<file path="config.mk">
export PLATFORM = sky130hd
export DESIGN_NAME = pla_eval_arbiter_flat
export DESIGN_NICKNAME = d
export VERILOG_FILES = /design/src/rtl/pla_eval_arbiter_if.sv /design/src/rtl/pla_eval_arbiter.sv /design/src/flat_wrapper.sv
export SDC_FILE = /design/constraint.sdc
export NUM_CORES = 1
export LEC_CHECK = 0
export CAP_MARGIN = 25
export CORE_MARGIN = 3
export CORE_UTILIZATION = 33
export DETAILED_ROUTE_END_ITERATION = 12
export PLACE_DENSITY = 0.87
export RECOVER_POWER = 100
export REMOVE_ABC_BUFFERS = 1
export SLEW_MARGIN = 20
export SYNTH_ARGS = -nofsm -noshare
export SYNTH_HDL_FRONTEND = slang
export SYNTH_SLANG_ARGS = --single-unit
</file>
<file path="constraint.sdc">
create_clock -name clk -period 2.1 [get_ports clk]
set_clock_uncertainty 0.15 [all_clocks]
set_input_delay 0.21 -clock clk [delete_from_list [all_inputs] [get_ports clk]]
set_output_delay 0.21 -clock clk [all_outputs]
set_load 0.05 [all_outputs]
</file>
<file path="src/rtl/pla_eval_arbiter_if.sv">
// Request/response bus between the requesters and pla_eval_arbiter.
// master = requester/driver side, slave = arbiter side.
interface pla_eval_arbiter_if #(
    parameter int unsigned NREQ = 4,
    parameter int unsigned XW   = 6
);
    localparam int unsigned IDW = $clog2(NREQ);

    logic [NREQ-1:0]    req_valid;
    logic [NREQ-1:0]    req_ready;
    logic [NREQ*XW-1:0] req_x;
    logic               rsp_valid;
    logic               rsp_ready;
    logic [IDW-1:0]     rsp_id;
    logic [XW-1:0]      rsp_x;
    logic               rsp_y;

    modport master (
        output req_valid, req_x, rsp_ready,
        input  req_ready, rsp_valid, rsp_id, rsp_x, rsp_y
    );

    modport slave (
        input  req_valid, req_x, rsp_ready,
        output req_ready, rsp_valid, rsp_id, rsp_x, rsp_y
    );
endinterface

</file>
<file path="src/rtl/pla_eval_arbiter.sv">
// pla_eval_arbiter: round-robin sharing of one external combinational
// 6-in/1-out PLA evaluator between NREQ requesters. Each granted vector is
// driven from a register for one cycle, the result is sampled and returned
// with its requester id over a valid/ready response channel.
// Optional truth-table sweep mode: define PLA_EVAL_SWEEP_EN.
module pla_eval_arbiter #(
    parameter int unsigned NREQ = 4,
    parameter int unsigned XW   = 6
) (
    input  logic              clk,
    input  logic              rst_n,
    pla_eval_arbiter_if.slave bus,
    output logic [XW-1:0]     pla_x,
    input  logic              pla_y,
    output logic              busy
`ifdef PLA_EVAL_SWEEP_EN
    ,
    input  logic              sweep_start,
    output logic              sweep_done,
    output logic [63:0]       tt
`endif
);
    localparam int unsigned IDW = $clog2(NREQ);
    localparam int unsigned CW  = 6;

    typedef enum logic [1:0] {
        IDLE = 2'd0,
        EVAL = 2'd1,
        RESP = 2'd2
`ifdef PLA_EVAL_SWEEP_EN
        ,
        SWEEP = 2'd3
`endif
    } state_e;

    state_e          state_q, state_d;
    logic [IDW-1:0]  last_q, last_d;
    logic [IDW-1:0]  id_q, id_d;
    logic [XW-1:0]   x_q, x_d;
    logic            y_q, y_d;
    logic [XW-1:0]   pla_x_q, pla_x_d;
    logic            rsp_valid_q, rsp_valid_d;
    logic            busy_q, busy_d;
    logic [NREQ-1:0] req_ready_c;
    logic            grant_vld;
    logic [IDW-1:0]  grant_idx;
    logic [XW-1:0]   req_x_arr [NREQ];

`ifdef PLA_EVAL_SWEEP_EN
    logic [CW-1:0]   cnt_q, cnt_d;
    logic [63:0]     tt_q, tt_d;
    logic            done_q, done_d;
`endif

    // Split the flat request vector bus into one entry per requester.
    for (genvar i = 0; i < NREQ; i++) begin : g_unpack
        assign req_x_arr[i] = bus.req_x[i*XW +: XW];
    end

    // Round-robin pick: first valid requester after the last one granted.
    always_comb begin
        int unsigned idx;
        grant_vld = 1'b0;
        grant_idx = '0;
        idx       = 0;
        for (int unsigned k = 1; k <= NREQ; k++) begin
            idx = (32'(last_q) + k) % NREQ;
            if (!grant_vld && bus.req_valid[IDW'(idx)]) begin
                grant_vld = 1'b1;
                grant_idx = IDW'(idx);
            end
        end
    end

    // Next-state and next-output logic.
    always_comb begin
        state_d     = state_q;
        last_d      = last_q;
        id_d        = id_q;
        x_d         = x_q;
        y_d         = y_q;
        pla_x_d     = pla_x_q;
        req_ready_c = '0;
`ifdef PLA_EVAL_SWEEP_EN
        cnt_d       = cnt_q;
        tt_d        = tt_q;
        done_d      = 1'b0;
`endif
        unique case (state_q)
            IDLE: begin
`ifdef PLA_EVAL_SWEEP_EN
                if (sweep_start) begin
                    tt_d    = '0;
                    cnt_d   = '0;
                    pla_x_d = '0;
                    state_d = SWEEP;
                end else
`endif
                if (grant_vld) begin
                    req_ready_c[grant_idx] = 1'b1;
                    x_d     = req_x_arr[grant_idx];
                    pla_x_d = req_x_arr[grant_idx];
                    id_d    = grant_idx;
                    last_d  = grant_idx;
                    state_d = EVAL;
                end
            end
            EVAL: begin
                y_d     = pla_y;
                state_d = RESP;
            end
            RESP: begin
                if (bus.rsp_ready) begin
                    state_d = IDLE;
                end
            end
`ifdef PLA_EVAL_SWEEP_EN
            SWEEP: begin
                tt_d[cnt_q] = pla_y;
                cnt_d       = CW'(cnt_q + 1'b1);
                if (cnt_q == CW'(63)) begin
                    done_d  = 1'b1;
                    state_d = IDLE;
                end else begin
                    pla_x_d = XW'(cnt_q + 1'b1);
                end
            end
`endif
            default: state_d = IDLE;
        endcase
        rsp_valid_d = (state_d == RESP);
        busy_d      = (state_d != IDLE);
    end

    // State and output registers; reset discards any in-flight work.
    always_ff @(posedge clk or negedge rst_n) begin
        if (!rst_n) begin
            state_q     <= IDLE;
            last_q      <= IDW'(NREQ - 1);
            id_q        <= '0;
            x_q         <= '0;
            y_q         <= 1'b0;
            pla_x_q     <= '0;
            rsp_valid_q <= 1'b0;
            busy_q      <= 1'b0;
`ifdef PLA_EVAL_SWEEP_EN
            cnt_q       <= '0;
            tt_q        <= '0;
            done_q      <= 1'b0;
`endif
        end else begin
            state_q     <= state_d;
            last_q      <= last_d;
            id_q        <= id_d;
            x_q         <= x_d;
            y_q         <= y_d;
            pla_x_q     <= pla_x_d;
            rsp_valid_q <= rsp_valid_d;
            busy_q      <= busy_d;
`ifdef PLA_EVAL_SWEEP_EN
            cnt_q       <= cnt_d;
            tt_q        <= tt_d;
            done_q      <= done_d;
`endif
        end
    end

    assign bus.req_ready = req_ready_c;
    assign bus.rsp_valid = rsp_valid_q;
    assign bus.rsp_id    = id_q;
    assign bus.rsp_x     = x_q;
    assign bus.rsp_y     = y_q;
    assign pla_x         = pla_x_q;
    assign busy          = busy_q;
`ifdef PLA_EVAL_SWEEP_EN
    assign sweep_done    = done_q;
    assign tt            = tt_q;
`endif

endmodule
</file>
<file path="src/flat_wrapper.sv">
// flat-port wrapper written by rule: the top's interface ports become plain ports
module pla_eval_arbiter_flat 
#(
    parameter int unsigned NREQ = 4,
    parameter int unsigned XW   = 6
)
  (clk, rst_n, pla_x, pla_y, busy, bus_req_valid, bus_req_x, bus_rsp_ready, bus_req_ready, bus_rsp_valid, bus_rsp_id, bus_rsp_x, bus_rsp_y);
  pla_eval_arbiter_if #(.NREQ(NREQ), .XW(XW)) bus_i ();
  input  logic clk;
  input  logic rst_n;
  output logic [XW-1:0] pla_x;
  input  logic pla_y;
  output logic busy;
  input wire logic [$bits(bus_i.req_valid)-1:0] bus_req_valid;
  input wire logic [$bits(bus_i.req_x)-1:0] bus_req_x;
  input wire logic [$bits(bus_i.rsp_ready)-1:0] bus_rsp_ready;
  output wire logic [$bits(bus_i.req_ready)-1:0] bus_req_ready;
  output wire logic [$bits(bus_i.rsp_valid)-1:0] bus_rsp_valid;
  output wire logic [$bits(bus_i.rsp_id)-1:0] bus_rsp_id;
  output wire logic [$bits(bus_i.rsp_x)-1:0] bus_rsp_x;
  output wire logic [$bits(bus_i.rsp_y)-1:0] bus_rsp_y;
  assign bus_i.req_valid = bus_req_valid;
  assign bus_i.req_x = bus_req_x;
  assign bus_i.rsp_ready = bus_rsp_ready;
  assign bus_req_ready = bus_i.req_ready;
  assign bus_rsp_valid = bus_i.rsp_valid;
  assign bus_rsp_id = bus_i.rsp_id;
  assign bus_rsp_x = bus_i.rsp_x;
  assign bus_rsp_y = bus_i.rsp_y;
  pla_eval_arbiter #(.NREQ(NREQ), .XW(XW)) u_core (.clk(clk), .rst_n(rst_n), .bus(bus_i), .pla_x(pla_x), .pla_y(pla_y), .busy(busy));
endmodule
</file>
== Word-level counts from Yosys, hierarchy flattened ==
Index checks and enable logic that the tools add are counted.
Cells by class
  reductions and logical operators: 10
  equal/unequal tests: 3
  magnitude comparators: 7
  mux-type cells: 26
  bitwise operators: 1
  add/sub/neg operators: 4
Operator list (number)
  $lt 2x3->1 const B: 5
  $bmux 6 s2: 1
  $mux 2: 6
  $mux 6: 2
  $mux 1: 9
  $bmux 1 s2: 4
  $mux 4: 2
  $pmux 2 s3: 1
  $add 2x1->2 const B: 2
  $add 2x2->2 const B: 2
  $eq 2x2->1 const B: 2
  $logic_and 1x1->1: 4
  $ge 3x3->1 const B: 1
  $logic_not 1->1: 3
  $not 2->3: 1
  $demux 1 s2: 1
  $eq 2x1->1 const B: 1
  $ge 2x1->1 const B: 1
  $logic_not 2->1: 1
  $reduce_and 2->1: 1
  $reduce_bool 2->1: 1
Storage, ports and cells
  bits in registers: 15
  bits of input ports: 32
  output and inout port bits: 21
  word-level logic and storage cells: 58

== Longest topological paths before layout ==
Gate-level depths: netlist of run 1.
  depth after elaboration: 19
  gate-level depth with buffers: 7
  mapped depth without buffers: 5

== Worst setup path after synthesis of run 1 ==
OpenSTA, ideal clock, no wires.
  path type: register to output
  from: register u_core.last_q[0]
  to: output bus_req_ready[0]
  path buffers: 1
  path slack: -364 ps
  cell stages (with the launch flop): 7
  required time: 1740 ps
  arrival time: 2104 ps
  path through: dfstp_2 > nand2b_1 > o21ai_2 > a211oi_4 > buf_8 > inv_1 > nor2_1
On the way
  cells in the longest elaborated chain, start to end: 19
  elaborated cells between the ends (all ways): 33
  classes of those cells: 4 x add/sub; 2 x order compare; 20 x mux; 7 x reduce/logical
RTL lines
  start, declared: RTL line pla_eval_arbiter.sv:37  | logic [IDW-1:0] last_q, last_d;
  start signal, assigned: RTL line pla_eval_arbiter.sv:139  | last_q <= IDW'(NREQ - 1);
  start signal, assigned: RTL line pla_eval_arbiter.sv:153  | last_q <= last_d;
  $add 2x1->2: RTL line pla_eval_arbiter.sv:67  | idx = (32'(last_q) + k) % NREQ;
  $bmux 1 s2: RTL line pla_eval_arbiter.sv:68  | if (!grant_vld && bus.req_valid[IDW'(idx)]) begin
  $mux 1 (implied by the code): RTL line pla_eval_arbiter.sv:68
  $mux 1: RTL line pla_eval_arbiter.sv:68
  $logic_not 1->1: RTL line pla_eval_arbiter.sv:68
  $logic_and 1x1->1: RTL line pla_eval_arbiter.sv:68
  $mux 1: RTL line pla_eval_arbiter.sv:68
  $logic_not 1->1: RTL line pla_eval_arbiter.sv:68
  [... 3 more ...]
  $logic_and 1x1->1: RTL line pla_eval_arbiter.sv:68
  $mux 2: RTL line pla_eval_arbiter.sv:68
  $lt 2x3->1 (implied by the code) / $ge 2x1->1 (equally long branches): RTL line pla_eval_arbiter.sv:100  | req_ready_c[grant_idx] = 1'b1;
  $logic_and 1x1->1 (implied by the code): RTL line pla_eval_arbiter.sv:100
  $mux 1 (implied by the code): RTL line pla_eval_arbiter.sv:100
  $demux 1 s2
  $mux 4 *: RTL line pla_eval_arbiter.sv:99  | if (grant_vld) begin
  $mux 4 *: RTL line pla_eval_arbiter.sv:89  | unique case (state_q)
  end, declared: RTL line flat_wrapper.sv:17  | output wire logic [$bits(bus_i.req_ready)-1:0] bus_req_ready;
Every way passes the cells marked *; elsewhere a longest branch is shown, timed or not. The select of a mux whose other input is x is not followed.

== Worst setup path after layout of run 1 ==
  from: input bus_req_valid[1]
  to: output bus_req_ready[1]
On the way
  cells in the longest elaborated chain, start to end: 18
  elaborated cells between the ends (all ways): 29
  classes of those cells: 2 x order compare; 20 x mux; 7 x reduce/logical
RTL lines
  start, declared: RTL line flat_wrapper.sv:14  | input wire logic [$bits(bus_i.req_valid)-1:0] bus_req_valid;
  $bmux 1 s2: RTL line pla_eval_arbiter.sv:68
  $mux 1 (implied by the code): RTL line pla_eval_arbiter.sv:68
  $mux 1: RTL line pla_eval_arbiter.sv:68
  $logic_not 1->1: RTL line pla_eval_arbiter.sv:68
  $logic_and 1x1->1: RTL line pla_eval_arbiter.sv:68
  $mux 1: RTL line pla_eval_arbiter.sv:68
  $logic_not 1->1: RTL line pla_eval_arbiter.sv:68
  $logic_and 1x1->1: RTL line pla_eval_arbiter.sv:68
  [... 2 more ...]
  $logic_and 1x1->1: RTL line pla_eval_arbiter.sv:68
  $mux 2: RTL line pla_eval_arbiter.sv:68
  $lt 2x3->1 (implied by the code) / $ge 2x1->1 (equally long branches): RTL line pla_eval_arbiter.sv:100
  $logic_and 1x1->1 (implied by the code): RTL line pla_eval_arbiter.sv:100
  $mux 1 (implied by the code): RTL line pla_eval_arbiter.sv:100
  $demux 1 s2
  $mux 4 *: RTL line pla_eval_arbiter.sv:99
  $mux 4 *: RTL line pla_eval_arbiter.sv:89
Marks and branches as above.

==> metrics.cfg, run 1 <==
[final_layout]
stdcell_count = 174
nets = 179
stdcell_area_mm2 = 0.00162
mostFrequentLayoutCell = clkdlybuf4s50_1
drive_gt1_frac = 0.274
areaGrowthSynthToFinish_pct = 89.0
antenna_cells = 0
utilization = 0.691
fill_cells = 180
mostFrequentLayoutCells = clkdlybuf4s50_1, dfrtp_1, mux2i_1

[pwr]
power_leakage_nw = 0.721
cellPowerDensity_mw_per_mm2 = 1700
totalPowerFinal_mw = 2.75
irDropWorstVdd_v = 0.00113

[setup_path]
worstPathArrival_ps = 1760
worstReg2RegEnd = u_core.bus.rsp_x[3]$_DFFE_PN0P_
r2r_cells = 7
crit-reg2reg-launch = u_core.last_q[0]$_DFFE_PN1P_
cp_cell_sequence = clkdlybuf4s50_1 > or2b_2 > o22ai_4 > a31oi_4 > nand2b_4 > nor2_4 > buf_12
crit_type = input pin to output port
cp_max_fo = 3
critPathRequiredTime_ps = 1740
crit_slowest_cell = clkdlybuf4s50_1
startpoint_type = input pin
cp-end-kind = output port
worstSetupStartpoint = bus_req_valid[1]
slowest_delay_ps = 500
ff2ff_setup_slack_ps = 70

[sta]
report.final.slew_viol_count = 0
whs_ps = 250
fin_crit_ps = 2120
worstMarginPinSlew_ps = 696
max_slew_margin = 0.535
timing.final.crit_share = 1.01
setup_viol = 4
max_freq_mhz = 471
hold_viol = 0
rsz0062_at_grt = true
finalSetupTns_ps = -52.0
setup_slack_ps = -21.9

[yosys]
synth-seq-cells = 15
ys_types = 26
syn-cell-area_um2 = 856
syn_inst = 85
synth.avg_cell_area_um2 = 10.1
ys_warn_count = 0
synth-seq-area-share = 0.442

[job]
drv_cap = 0

[grt]
grt.total_usage = 0.173
met3_usage = 0.0322
grt_antenna_before_repair = 0
met2_usage = 0.323
grt_pass1_vias = 984
grt-ovfl-total = 0
busiest_layer = met2
grt_max_degree = 16
grt_pass1_wl_um = 4350
grt_use_met1 = 0.175

[floorplanning]
pin_count = 53
core-area_mm2 = 0.00234
rows = 17
initial_core_util = 0.366
die_h_um = 56.9
die-area_mm2 = 0.00324
fp.dieW_um = 56.9

[routing]
finalWirelength_um = 2750
drt_iter0_markers = 19
post_drt_wl_per_cell_um = 15.8
vias = 875
drc = 0
vias_per_cell = 5.03
drtPass1Iterations = 4
drtAntennaViolNets = 0

[placed_design]
gp_congestion = 0.889
place_area_mm2 = 0.00146
port_buffers = 52
hpwlAfterDp_um = 2080
dp.cells = 166
place_ws_ps = -109

[clock_network]
clock_path_buffers = 2
numCtsBuffers = 3
holdBufCountCts = 0
h-tree-depth = 1
cts_tree = yes
path_clk_slew_ps = 100
clock_sinks = 15
clock-root-buffer = clkbuf_4
worstSkewPairLatency_ps = 290

[status]
status = finished, violations left
violations = negative setup slack

[min_path]
hp-class = input pin to asynchronous set/reset pin

==> synth_stat cells (all sizes together) <==
cell type  count  area, um2
nand2b         4       27.5
o21ai          1       8.76
inv            4       15.0
a21oi          3       18.8
dfstp          2       52.6
o22ai          1       6.26
or2b           1       8.76
a31oi          1       6.26
a21o           2       15.0
nor2          10       37.5
mux2           1       11.3
dfrtp         13        325
clkbuf         1       3.75
nor2b          1       6.26
nor3           1       5.00
a211o          1       8.76
o221ai         6       52.6
buf            8       65.1
a211oi         1       20.0
nand2         11       41.3
mux2i         12        120
==> worst max-delay path, delay by kind of cell <==
family | cells | cell delay [ps]
compound gates | 2 | 220
buf+inv | 2 | 640
simple gates | 3 | 680
==> layer usage <==
metal	wire length [um]	vias up
met4	42	0
met1	972	424
li1	-	413
met3	140	4
met2	1590	34
met5	0	-
==> how the worst max path moves through the flow <==
stage                                 endpoint  cells past startpoint
5_1_grt                       bus_req_ready[3]                      6
6_report                      bus_req_ready[1]                      7
2_1_floorplan                 bus_req_ready[0]                      5
3_3_place_gp                  bus_req_ready[0]                      7
3_5_place_dp   u_core.bus.rsp_x[3]$_DFFE_PN0P_                      8
4_1_cts                       bus_req_ready[0]                      7
==> cell type report <==
cell class / count / area [um2] / share of cell area
inverters: 4 / 15.0 / 0.00928
flip-flops and latches: 15 / 378 / 0.234
repair buffers: 66 / 674 / 0.417
clock buffers: 3 / 22.5 / 0.0139
clock inverters: 1 / 7.51 / 0.00464
multi-input cells: 57 / 485 / 0.300
well taps: 28 / 35.0 / 0.0217
==> sequential cells by signal (all words and copies together) (netlist names) <==
name,cells
u_core.bus.rsp_x,6
u_core.bus.rsp_valid,1
u_core.bus.rsp_y,1
u_core.bus.rsp_id,2
u_core.last_q,2
u_core.state_q,2
u_core.busy,1
==> power breakdown <==
group / internal (mW) / switching (mW) / leakage, nW / total, mW
logic: 0.816 / 1.18 / 0.528 / 2.00
clock network: 0.0723 / 0.103 / 0.0139 / 0.175
registers: 0.452 / 0.125 / 0.178 / 0.577
==> cell families (layout without fill, tap and decap cells) <==
group / after synthesis / after routing / share of synthesized area
flip-flops: 15 / 15 / 0.442
buffers and inverters: 13 / 74 / 0.0979
multiplexers: 13 / 13 / 0.154
AO/OA/AOI/OAI: 16 / 16 / 0.159
AND/OR/NAND/NOR: 28 / 28 / 0.148
==> repair_timing <==
item	4_1_cts	5_1_grt
endpoints found under the setup margin	4	9
pin swaps	5	6
setup buffers	4	0
resized for setup	7	15
No activity file was read; power rests on OpenSTA's default activity.
==> inputs of run 2 (changes only) <==
- ABC_CLOCK_PERIOD_IN_PS: not set -> 2100
- CORE_UTILIZATION: 33 -> 50
- DONT_BUFFER_PORTS: not set -> 1
- PLACE_DENSITY: 0.87 -> 0.79
==> run 2 against run 1 <==
Worst hold slack lost 240 ps; largest cell class is now multi-input combinational cells; the run now ends clean; critical path depth is the same; routed wire length shrank 30%; sequential cell count is the same; die area shrank 31%; global-route usage grew 0.10 points; cell count shrank 33%.
==> metrics.cfg, run 2 (synthesized netlist as in run 1, its figures left out) <==
[status]
status = finished clean

[clock_network]
h-tree-depth = 1
clock_sinks = 15
clock-root-buffer = clkbuf_4
numCtsBuffers = 3
cts_tree = yes
path_clk_slew_ps = 90
clock_path_buffers = 2
worstSkewPairLatency_ps = 280

[floorplanning]
die_h_um = 47.4
fp.dieW_um = 47.4
die-area_mm2 = 0.00224
pin_count = 53
initial_core_util = 0.549
core-area_mm2 = 0.00156
rows = 14

[grt]
grt_max_degree = 16
grt_pass1_vias = 628
grt_antenna_before_repair = 0
grt.total_usage = 0.174
grt-ovfl-total = 0
grt_pass1_wl_um = 2750

[placed_design]
hpwlAfterDp_um = 1350
gp_congestion = 0.730
port_buffers = 0

[sta]
rsz0062_at_grt = true
fin_crit_ps = 2100
setup_viol = 0
worstMarginPinSlew_ps = 1200
max_slew_margin = 0.202
hold_viol = 0
max_freq_mhz = 477
report.final.slew_viol_count = 0
timing.final.crit_share = 0.998

[routing]
drtPass1Iterations = 4
drc = 0
vias_per_cell = 5.79
post_drt_wl_per_cell_um = 16.6
drtAntennaViolNets = 0
finalWirelength_um = 1930
drt_iter0_markers = 10
vias = 672

[min_path]
whs_endpoint = u_core.bus.rsp_x[5]$_DFFE_PN0P_
hp-class = input pin to register
hold_depth = 2
min_from = bus_req_x[11]

[final_layout]
drive_gt1_frac = 0.380
areaGrowthSynthToFinish_pct = 25.6
antenna_cells = 0
largest_reg_flops = 6
mostFrequentLayoutCell = dfrtp_1
nets = 133
utilization = 0.689
mostFrequentLayoutCells = dfrtp_1, mux2i_1, nand2_1

[setup_path]
cp-end-kind = output port
startpoint_type = register
critPathRequiredTime_ps = 1740
worstReg2RegEnd = u_core.bus.rsp_x[4]$_DFFE_PN0P_
r2r_cells = 7
crit_type = register to output port
worstSetupStartpoint = u_core.last_q[0]$_DFFE_PN1P_
crit-reg2reg-launch = u_core.last_q[0]$_DFFE_PN1P_
worstPathArrival_ps = 1740
cp_max_fo = 5
ff2ff_setup_slack_ps = 80

[job]
drv_cap = 0

[run 2: cell type report]
cell class | count | area [um2]
tap | 16 | 20.0
multi-input combinational | 57 | 453
clock buffer | 3 | 22.5
inverter | 4 | 22.5
sequential | 15 | 378
clock inverter | 1 | 5.00
fill | 113 | 484
timing repair buffer | 20 | 174
[run 2: routing by layer]
layer,up-vias,global-route usage,wire (um)
met5,-,0,0
met4,0,0.0331,0
met3,0,0.0421,127
met2,25,0.291,1060
met1,322,0.229,740
li1,325,-,-
[run 2: how the worst max path moves through the flow]
stage                       endpoint  slack [ps]  cells past startpoint
floorplan           bus_req_ready[0]        -470                      5
global placement    bus_req_ready[0]         220                      7
detailed placement  bus_req_ready[0]         140                      7
CTS                 bus_req_ready[2]          10                      7
global route        bus_req_ready[2]         -70                      7
finish              bus_req_ready[2]           3                      7
[run 2: critical path, stage by stage (launching register included)]
cell and delay (ps):
dfstp_2 560, nand2b_4 140, o21ai_4 60, a211oi_4 260, buf_12 150, inv_6 40
nor2_4 90, buf_6 160
[run 2: per-stage QoR]
stage / TNS (ps) / std cells / hold slack, ps / setup WS (ps) / cell area, um2
after global routing: -275 / 116 / 8.73 / -69.4 / 1070
after floorplan: -1100 / 76 / -236 / -472 / 787
after CTS: 0 / 115 / 11.8 / 9.85 / 1030
after global placement: 0 / 105 / -235 / 220 / 917
after detailed placement: 0 / 105 / -235 / 145 / 917
final: 0 / 116 / 9.64 / 3.40 / 1070
[run 2: what timing repair did]
item	in CTS	in global routing
pin swaps	3	3
endpoints found under the setup margin	4	4
hold buffers	2	0
setup buffers	4	1
gates resized for setup	8	16
endpoints found under the hold margin	16	0
Power of run 2 is left out: the tool's default activity adds up to more than one toggle a clock period on the data nets, which glitch-free logic cannot reach.
==> inputs of run 3 (changes only) <==
- CORE_UTILIZATION: 50 -> 32
- PLACE_DENSITY: 0.79 -> 0.58
==> run 3 against run 2 <==
The run now ends with negative setup slack left; core utilization down 25 points; first-iteration DRC count up 70%; largest cell class unchanged; die area up 48%; routed wire length up 15%; critical path depth down 1; via count up 3.9%; highest routed layer is now met4; register-to-register slack about the same; clock-buffer cell count up 1; cell area up 1.7%.
==> metrics.cfg, run 3 (synthesized netlist as in run 1, its figures left out) <==
[final_layout]
seqCellArea_um2 = 378
largest_reg_flops = 6
areaGrowthSynthToFinish_pct = 27.8
utilization = 0.437
mostFrequentLayoutCell = dfrtp_1
antenna_cells = 0
mostFrequentLayoutCells = dfrtp_1, mux2i_1, nand2_1, buf_4, nor2_1
multiInputGateArea_um2 = 432
drive_gt1_frac = 0.396
nets = 139
stdcell_count = 136
fill_cells = 241

[routing]
finalWirelength_um = 2220
vias = 698
post_drt_wl_per_cell_um = 16.3
vias_per_cell = 5.13
drt_iter0_markers = 17
drtAntennaViolNets = 0
drtPass1Iterations = 4
drc = 0

[setup_path]
critPathRequiredTime_ps = 1740
worstPathArrival_ps = 1740
crit_type = register to output port
cp-end-kind = output port
startpoint_type = register
cp_max_fo = 4

[sta]
worstMarginPinSlew_ps = 718
report.final.slew_viol_count = 0
fin_crit_ps = 2100
setup_slack_ps = -2.13
setup_viol = 1
max_freq_mhz = 476
rsz0062_at_grt = true
hold_viol = 0
max_slew_margin = 0.520
timing.final.crit_share = 1.00

[min_path]
hp-class = input pin to register

[status]
violations = negative setup slack
status = finished, violations left

[clock_network]
clock-root-buffer = clkbuf_4
clock_path_buffers = 2
h-tree-depth = 1
numCtsBuffers = 3
clock_sinks = 15
path_clk_slew_ps = 90
worstSkewPairLatency_ps = 290
cts_tree = yes

[placed_design]
gp_congestion = 0.831
hpwlAfterDp_um = 1550
port_buffers = 0
dp.cells = 122

[floorplanning]
initial_core_util = 0.342
fp.dieW_um = 57.7
die_h_um = 57.7
rows = 18
pin_count = 53
die-area_mm2 = 0.00333
core-area_mm2 = 0.00250

[pwr]
pwr-share-seq = 0.310
combPwrFrac = 0.615
p_sw_mw = 1.28
irDropWorstVdd_v = 0.00102
internal_power_mw = 0.983
p_clk_frac = 0.075
switching_share = 0.565
power_leakage_nw = 0.535
totalPowerFinal_mw = 2.26
cellPowerDensity_mw_per_mm2 = 2070

[job]
drv_cap = 0

[grt]
grt_pass1_wl_um = 3500
grt.total_usage = 0.140
grt_pass1_vias = 752
grt-ovfl-total = 0
grt_max_degree = 16
grt_antenna_before_repair = 0

[run 3: cell type report]
class                      count  area share
clock buffer                   4      0.0240
inverter                       4      0.0137
multi-input combinational     57       0.395
sequential                    15       0.346
tap                           30      0.0343
timing repair buffer          26       0.188
[run 3: layer usage]
layer | GRT usage | routed length, um | vias up
li1 | - | - | 330
met1 | 0.161 | 853 | 322
met2 | 0.232 | 1130 | 44
met3 | 0.0668 | 223 | 2
met4 | 0.0364 | 12 | 0
met5 | 0 | 0 | -
[run 3: critical path, stage by stage (launching register included)]
cell,delay (ps)
dfstp_2,550
nand2b_4,130
o21ai_2,70
a211oi_4,340
inv_2,80
nor2_2,110
buf_6,170
[run 3: per-stage QoR]
stage               cell area (um2)  hold WS (ps)  setup WS, ps  setup TNS [ps]
floorplan                       787          -236          -472           -1100
finish                         1090          11.5         -2.13           -2.13
global route                   1090          2.80         -89.0            -332
global placement                945          -235           297               0
CTS                            1060          5.25         -23.2           -67.7
detailed placement              945          -235           219               0
[run 3: final timing paths]
kind | to | cells after the start | from | slack (ps)
worst max-delay path | bus_req_ready[0] | 6 | u_core.last_q[0]$_DFFE_PN1P_ | -2
worst min-delay path | u_core.bus.rsp_x[3]$_DFFE_PN0P_ | 2 | bus_req_x[21] | 10
max in group asynchronous | u_core.bus.rsp_id[1]$_DFFE_PN0P_ | 1 | rst_n | 1080
worst min register to register | u_core.last_q[0]$_DFFE_PN1P_ | 2 | u_core.last_q[0]$_DFFE_PN1P_ | 360
min in group asynchronous | u_core.bus.rsp_x[5]$_DFFE_PN0P_ | 1 | rst_n | 260
worst max register to register | u_core.bus.rsp_x[0]$_DFFE_PN0P_ | 8 | u_core.last_q[0]$_DFFE_PN1P_ | 70
[run 3: what timing repair did]
action | 4_1_cts | 5_1_grt
hold buffers | 4 | 0
buffers inserted | 3 | 3
endpoints found under the hold margin | 17 | 0
resized for setup | 6 | 9
pin swaps | 1 | 4
setup endpoints to repair | 4 | 5
[run 3: power by group through the flow]
| stage | logic (mW) | clock network, mW | registers (mW) |
|---|---|---|---|
| floorplan | 0.536 | 0 | 1.11 |
| global placement | 1.25 | 0 | 0.701 |
| detailed placement | 1.27 | 0 | 0.705 |
| CTS | 1.36 | 0.177 | 0.699 |
| global route | 1.49 | 0.193 | 0.720 |
| finish | 1.39 | 0.169 | 0.701 |
